File: src/rtl/mips_bus_arbiter.sv
// Two-master arbiter for the CPU's single Avalon-style memory bus.
// Master 0 is instruction fetch, master 1 is load/store. One transaction is
// outstanding at a time: IDLE (arbitrate) -> BUS (drive memory) -> RESP (reads only).
module mips_bus_arbiter #(
  parameter int unsigned PRIORITY_MODE = 0  // 0: round-robin, 1: m1 wins ties
) (
  input  logic        clk,
  input  logic        reset,  // asynchronous, active low

  input  logic [31:0] m0_address,
  input  logic        m0_read,
  input  logic        m0_write,
  input  logic [31:0] m0_writedata,
  input  logic [3:0]  m0_byteenable,
  output logic        m0_waitrequest,
  output logic [31:0] m0_readdata,

  input  logic [31:0] m1_address,
  input  logic        m1_read,
  input  logic        m1_write,
  input  logic [31:0] m1_writedata,
  input  logic [3:0]  m1_byteenable,
  output logic        m1_waitrequest,
  output logic [31:0] m1_readdata,

  output logic [31:0] s_address,
  output logic        s_read,
  output logic        s_write,
  output logic [31:0] s_writedata,
  output logic [3:0]  s_byteenable,
  input  logic        s_waitrequest,
  input  logic [31:0] s_readdata
);

  typedef enum logic [1:0] {StIdle, StBus, StResp} state_e;

  state_e      state_q, state_d;
  logic        grant_q, grant_d;  // granted master index
  logic        last_q, last_d;    // last granted master, for round-robin
  logic        req0, req1;
  logic        winner;
  logic        sel_read, sel_write;
  logic [31:0] sel_address, sel_writedata;
  logic [3:0]  sel_byteenable;
  logic        in_bus, in_resp, done;

  assign req0 = m0_read | m0_write;
  assign req1 = m1_read | m1_write;

  // Pick the winner of this IDLE cycle; a lone requester always wins.
  always_comb begin
    if (req0 && req1) begin
      winner = (PRIORITY_MODE != 0) ? 1'b1 : ~last_q;
    end else begin
      winner = req1;
    end
  end

  // Route the granted master's request signals.
  always_comb begin
    if (grant_q) begin
      sel_read       = m1_read;
      sel_write      = m1_write;
      sel_address    = m1_address;
      sel_writedata  = m1_writedata;
      sel_byteenable = m1_byteenable;
    end else begin
      sel_read       = m0_read;
      sel_write      = m0_write;
      sel_address    = m0_address;
      sel_writedata  = m0_writedata;
      sel_byteenable = m0_byteenable;
    end
  end

  // State, grant and round-robin pointer registers.
  always_ff @(posedge clk or negedge reset) begin
    if (!reset) begin
      state_q <= StIdle;
      grant_q <= 1'b0;
      last_q  <= 1'b1;  // m0 wins the first tie
    end else begin
      state_q <= state_d;
      grant_q <= grant_d;
      last_q  <= last_d;
    end
  end

  // Next-state logic.
  always_comb begin
    state_d = state_q;
    grant_d = grant_q;
    last_d  = last_q;
    unique case (state_q)
      StIdle: begin
        if (req0 || req1) begin
          grant_d = winner;
          last_d  = winner;
          state_d = StBus;
        end
      end
      StBus: begin
        // A request withdrawn after grant releases the bus rather than hanging.
        if (!(sel_read || sel_write)) begin
          state_d = StIdle;
        end else if (!s_waitrequest) begin
          state_d = sel_write ? StIdle : StResp;
        end
      end
      StResp:  state_d = StIdle;
      default: state_d = StIdle;
    endcase
  end

  // Memory-side and master-side outputs.
  always_comb begin
    in_bus  = (state_q == StBus);
    in_resp = (state_q == StResp);

    // Write and read+write both complete at the memory handshake.
    s_write      = in_bus & sel_write;
    s_read       = in_bus & sel_read & ~sel_write;
    s_address    = in_bus ? sel_address    : 32'h0;
    s_writedata  = in_bus ? sel_writedata  : 32'h0;
    s_byteenable = in_bus ? sel_byteenable : 4'h0;

    done = (in_bus & ~s_waitrequest & sel_write) | in_resp;

    m0_waitrequest = req0 & ~(done & ~grant_q);
    m1_waitrequest = req1 & ~(done & grant_q);
    m0_readdata    = (in_resp & ~grant_q) ? s_readdata : 32'h0;
    m1_readdata    = (in_resp & grant_q)  ? s_readdata : 32'h0;
  end

endmodule

File: config.mk
export PLATFORM = sky130hd
export DESIGN_NAME = mips_bus_arbiter
export DESIGN_NICKNAME = d
export VERILOG_FILES = /design/src/rtl/mips_bus_arbiter.sv
export SDC_FILE = /design/constraint.sdc
export NUM_CORES = 1
export LEC_CHECK = 0
export CAP_MARGIN = 15
export CORE_AREA = 2 2 120 122
export DETAILED_ROUTE_END_ITERATION = 7
export DIE_AREA = 0 0 122 124
export SETUP_SLACK_MARGIN = 0.4
export SLEW_MARGIN = 20
export SYNTH_ARGS = -nofsm -noshare
export SYNTH_HDL_FRONTEND = slang
export SYNTH_SLANG_ARGS = --single-unit
File: constraint.sdc
create_clock -name clk -period 2.1 [get_ports clk]
set_clock_uncertainty 0.15 [all_clocks]
set_input_delay 0.315 -clock clk [delete_from_list [all_inputs] [get_ports clk]]
set_output_delay 0.315 -clock clk [all_outputs]
set_load 0.01 [all_outputs]
Yosys cells after proc, flatten, opt, wreduce, memory -nomap -nowiden
Cells that the tools add are included.
Cells by class
  equality and inequality tests: 4
  mux-type cells: 16
  bitwise gates (word level): 20
  reduce and logical (&&, ||, !) cells: 6
Operator list (number)
  32-bit 2-to-1 mux: 6
  1-bit bitwise AND: 11
  2-bit 2-to-1 mux: 4
  4-bit 2-to-1 mux: 2
  1-bit NOT: 6
  2-bit case mux with 2 select lines: 1
  2-bit AND reduction: 2
  1-bit 2-to-1 mux: 3
  3-bit != test (second input constant): 1
  1-bit OR: 3
  2-bit by 1-bit equality test with 1-bit output (second input constant): 1
  2-bit equality test (second input constant): 1
  2-bit logical NOT: 1
  1-bit logical OR: 2
  2-bit != test (second input constant): 1
  1-bit logical AND: 1
Word-level totals
  flip-flop bits (word level): 4
  input port bits: 175
  output and inout bits: 136
  logic and storage cells: 49

Logic depth before layout (Yosys ltp)
  depth after elaboration: 7
  mapped depth: 5
  depth with buffers taken out: 3

Worst setup path before layout
Ideal clock, no wire load.
  path kind: reg-to-output
  from: register state_q[0]
  to: output port m0_waitrequest
  data arrival time: 1161 ps
  data required time: 1635 ps
  path slack: 474 ps
  stages on the path, launching flop included: 6
  path buffers: 2
  cell sequence: dfrtp_1 -> buf_2 -> nand2b_1 -> buf_2 -> nor2_1 -> a311oi_1
On the way
  longest elaborated chain between the ends: 7
  elaborated cells between the ends (all ways): 8
  classes of those cells: 2 x eq/ne; 6 x bitwise
Ends and longest elaborated chain
  start: declaration: line 37  | state_e state_q, state_d;
  start signal: assignment: line 79  | state_q <= StIdle;
  start signal: assignment: line 83  | state_q <= state_d;
  2-bit by 1-bit equality test with 1-bit output: line 117  | in_bus = (state_q == StBus);
  1-bit bitwise AND (2 in a row): line 127  | done = (in_bus & ~s_waitrequest & sel_write) | in_resp;
  1-bit OR *: line 127
  1-bit bitwise AND *: line 129  | m0_waitrequest = req0 & ~(done & ~grant_q);
  1-bit NOT *: line 129
  1-bit bitwise AND *: line 129
  end: declaration: line 15  | output logic m0_waitrequest,
Mark *: on every way between the ends. The rest lies on a longest branch, timed or not.

Worst setup path in the final report
  from: register grant_q
  to: output port m0_readdata[26]
On the way
  longest elaborated chain between the ends: 3
Ends and longest elaborated chain
  start: declaration: line 38  | logic grant_q, grant_d;
  start signal: assignment: line 84  | grant_q <= grant_d;
  1-bit NOT: line 131  | m0_readdata = (in_resp & ~grant_q) ? s_readdata : 32'h0;
  1-bit bitwise AND: line 131
  32-bit 2-to-1 mux: line 131
  end: declaration: line 16  | output logic [31:0] m0_readdata,
No other way between the ends.

==> results.toml <==
[timing]
rsz0062_at_grt = "true"
setup_viol = 0
fin_hold_ws_ns = 0.1427
tightestPinTransition_ns = 0.3374
fin_ws_ns = 0.02227
final-hold-violation-count = 0
fmax_ghz = 0.4813
maxSlewHeadroom = 0.7721
min_period_ns = 2.078
slew_violations = 0
min_period_over_period = 0.9894

[cts]
htree_levels = 1
clk_pin_slew_ns = 0.03
cts_tree = "built"
ctsHoldBuffers = 0
ctsLongestPathBuffers = 2
clk_latency_ns = 0.22
cts_root_buffer = "clkbuf_16"
cts-buffers-inserted = 3
clock-sinks = 4

[drt]
wl_per_cell_um = 15.01
wl_um = 11360
drc = 0
dr_total_vias = 3040
postRouteAntennaNets = 0
first_pass_iters = 3
via_per_inst = 4.016
initialDrtViolationCount = 46

[floorplanning]
core_area_mm2 = 0.01372
start_util = 0.1270
num_rows = 43
die_x_um = 122
fp.dieArea_mm2 = 0.01513
fp.dieH_um = 124
io_pins = 311

[final_layout]
syn_to_final_growth_pct = 192.4
n_fill_cell = 1482
stdcell_area_mm2 = 0.005096
final_nets = 753
drive_above_1_share = 0.3137
antenna_cells = 0

[hold_path]
hp-class = "primary input to async pin"

[synth]
syn-instance-count = 253
yosys_most_used_dff = "dfrtp_1"
synthTopCellsByCount = "nor2_1 (74), mux2i_1 (69), and2_1 (64)"
synth_top_area_frac = 0.3963
synth_area_leaders = "mux2i_1 (40%), and2_1 (23%), nor2_1 (16%)"
synth_area_leader_cell = "mux2i_1"
synth_edf_count = 0
synth.cell_area_mm2 = 0.001743
ys_seq_area_frac = 0.05815
yosys_warnings = 0
ys_ff_latch = 4
avgSynthCellArea_um2 = 6.889
yosysMostFrequentCell = "nor2_1"
syn-num-nets = 428
async_reset_ff_frac = 1.000
ys_types = 20

[setup_path]
path_cells = "buf_12 > nor3b_4 > buf_6 > buf_4 > and2_1 > buf_2"
worst_ep_arrival_time_ns = 1.61
critPathBufInv = 4
cp_top_family = "buffers and inverters"
cp_slowest_cell = "dfrtp_4"
start_kind = "flop"
crit_type = "flop to output pin"
slowest_delay_ns = 0.50
required_ns = 1.63
endpoint_kind = "output pin"
worstPathMaxFanout = 6

[pwr]
leakagePower_uw = 0.002616
ir_drop_mv = 0.4160
power_density_mw_per_mm2 = 874.0
finalPower_uw = 4454

[job]
cap_violations = 0

[global_routing]
grt_first_pass_wirelength_um = 15350
grt_max_degree = 39
grt_pass1_vias = 3005
track_usage = 0.1294
grt_overflow_total = 0
antenna_found_initial = 0

[placement]
dpl_cell_area_mm2 = 0.005080
place_ws_ns = -0.3766
routabilityCongestion = 0.8184
hpwl_um = 8760
io_buffers = 310

[run_status]
status = "complete, no violations"
==> worst register-to-register path, stage by stage (launching register included) <==
cell and delay, ns:
dfrtp_4 0.50, buf_12 0.16, o32a_1 0.38, nor3_1 0.13
==> layer usage <==
layer  share of wire  track usage  up-vias
met5               0            0        -
met4          0.0054      0.02155        0
met2            0.54       0.2591      178
met1            0.35       0.1346     1368
met3            0.10      0.03663        4
li1                -            -     1490
==> kinds of logic after synthesis <==
group / synth area share
muxes: 0.3963
and+or+nand+nor: 0.4178
DFF: 0.05815
buffers and inverters: 0.08040
AOI/OAI and AO/OA: 0.04738
==> final cells by class <==
type | instances | area (µm²) | area share
timing repair buffer | 343 | 3087 | 0.6057
multi-input combinational | 224 | 1592 | 0.3123
tap | 180 | 225.2 | 0.04419
sequential | 4 | 106.4 | 0.02087
inverter | 2 | 7.507 | 0.001473
clock buffer | 4 | 78.83 | 0.01547
==> stage by stage <==
stage,TNS [ns],instances,util
finish,0,757,0.3715
global route,-0.4897,757,0.3715
CTS,0,752,0.3712
detailed placement,-13.56,733,0.3703
global placement,-11.50,733,0.3703
floorplan,0,253,-
==> repair_timing <==
item,4_1_cts,5_1_grt
setup endpoints to repair,136,136
buffers inserted,8,1
resized for setup,416,130
pin swaps,3,5
cloned,7,4
==> state kept, by name (all words and copies together), names as in the netlist <==
signal,count
grant_q,1
state_q,2
last_q,1
==> report_power, final <==
part / switching [µW] / internal, µW
combinational: 1810 / 2160
clock: 51.3 / 251
sequential: 53.7 / 126
total: 1920 / 2540
==> layout by cell type, fill, tap and decap left out, types with 2 or more instances in the layout <==
cell	instances
a21oi_1	2
and2_1	63
buf_12	7
buf_16	8
buf_2	118
buf_4	7
buf_6	5
clkbuf_16	7
clkbuf_2	6
clkdlybuf4s50_1	174
dlygate4sd2_1	11
mux2i_1	59
mux2i_2	7
mux2i_4	3
nand2_1	2
nor2_1	73
nor3b_4	2
o31ai_1	2
==> worst paths after layout <==
check,start,cells after the start,endpoint,slack [ns]
worst max-delay path,grant_q,6,m0_readdata[26],0.02
worst min-delay path,reset,1,grant_q,0.14
worst max register to register,grant_q,3,state_q[1],0.69
worst min register to register,last_q,2,last_q,0.36
max in group asynchronous,reset,1,last_q,1.42
min in group clk,last_q,2,last_q,0.36
Power figures use the tool's default switching activity.
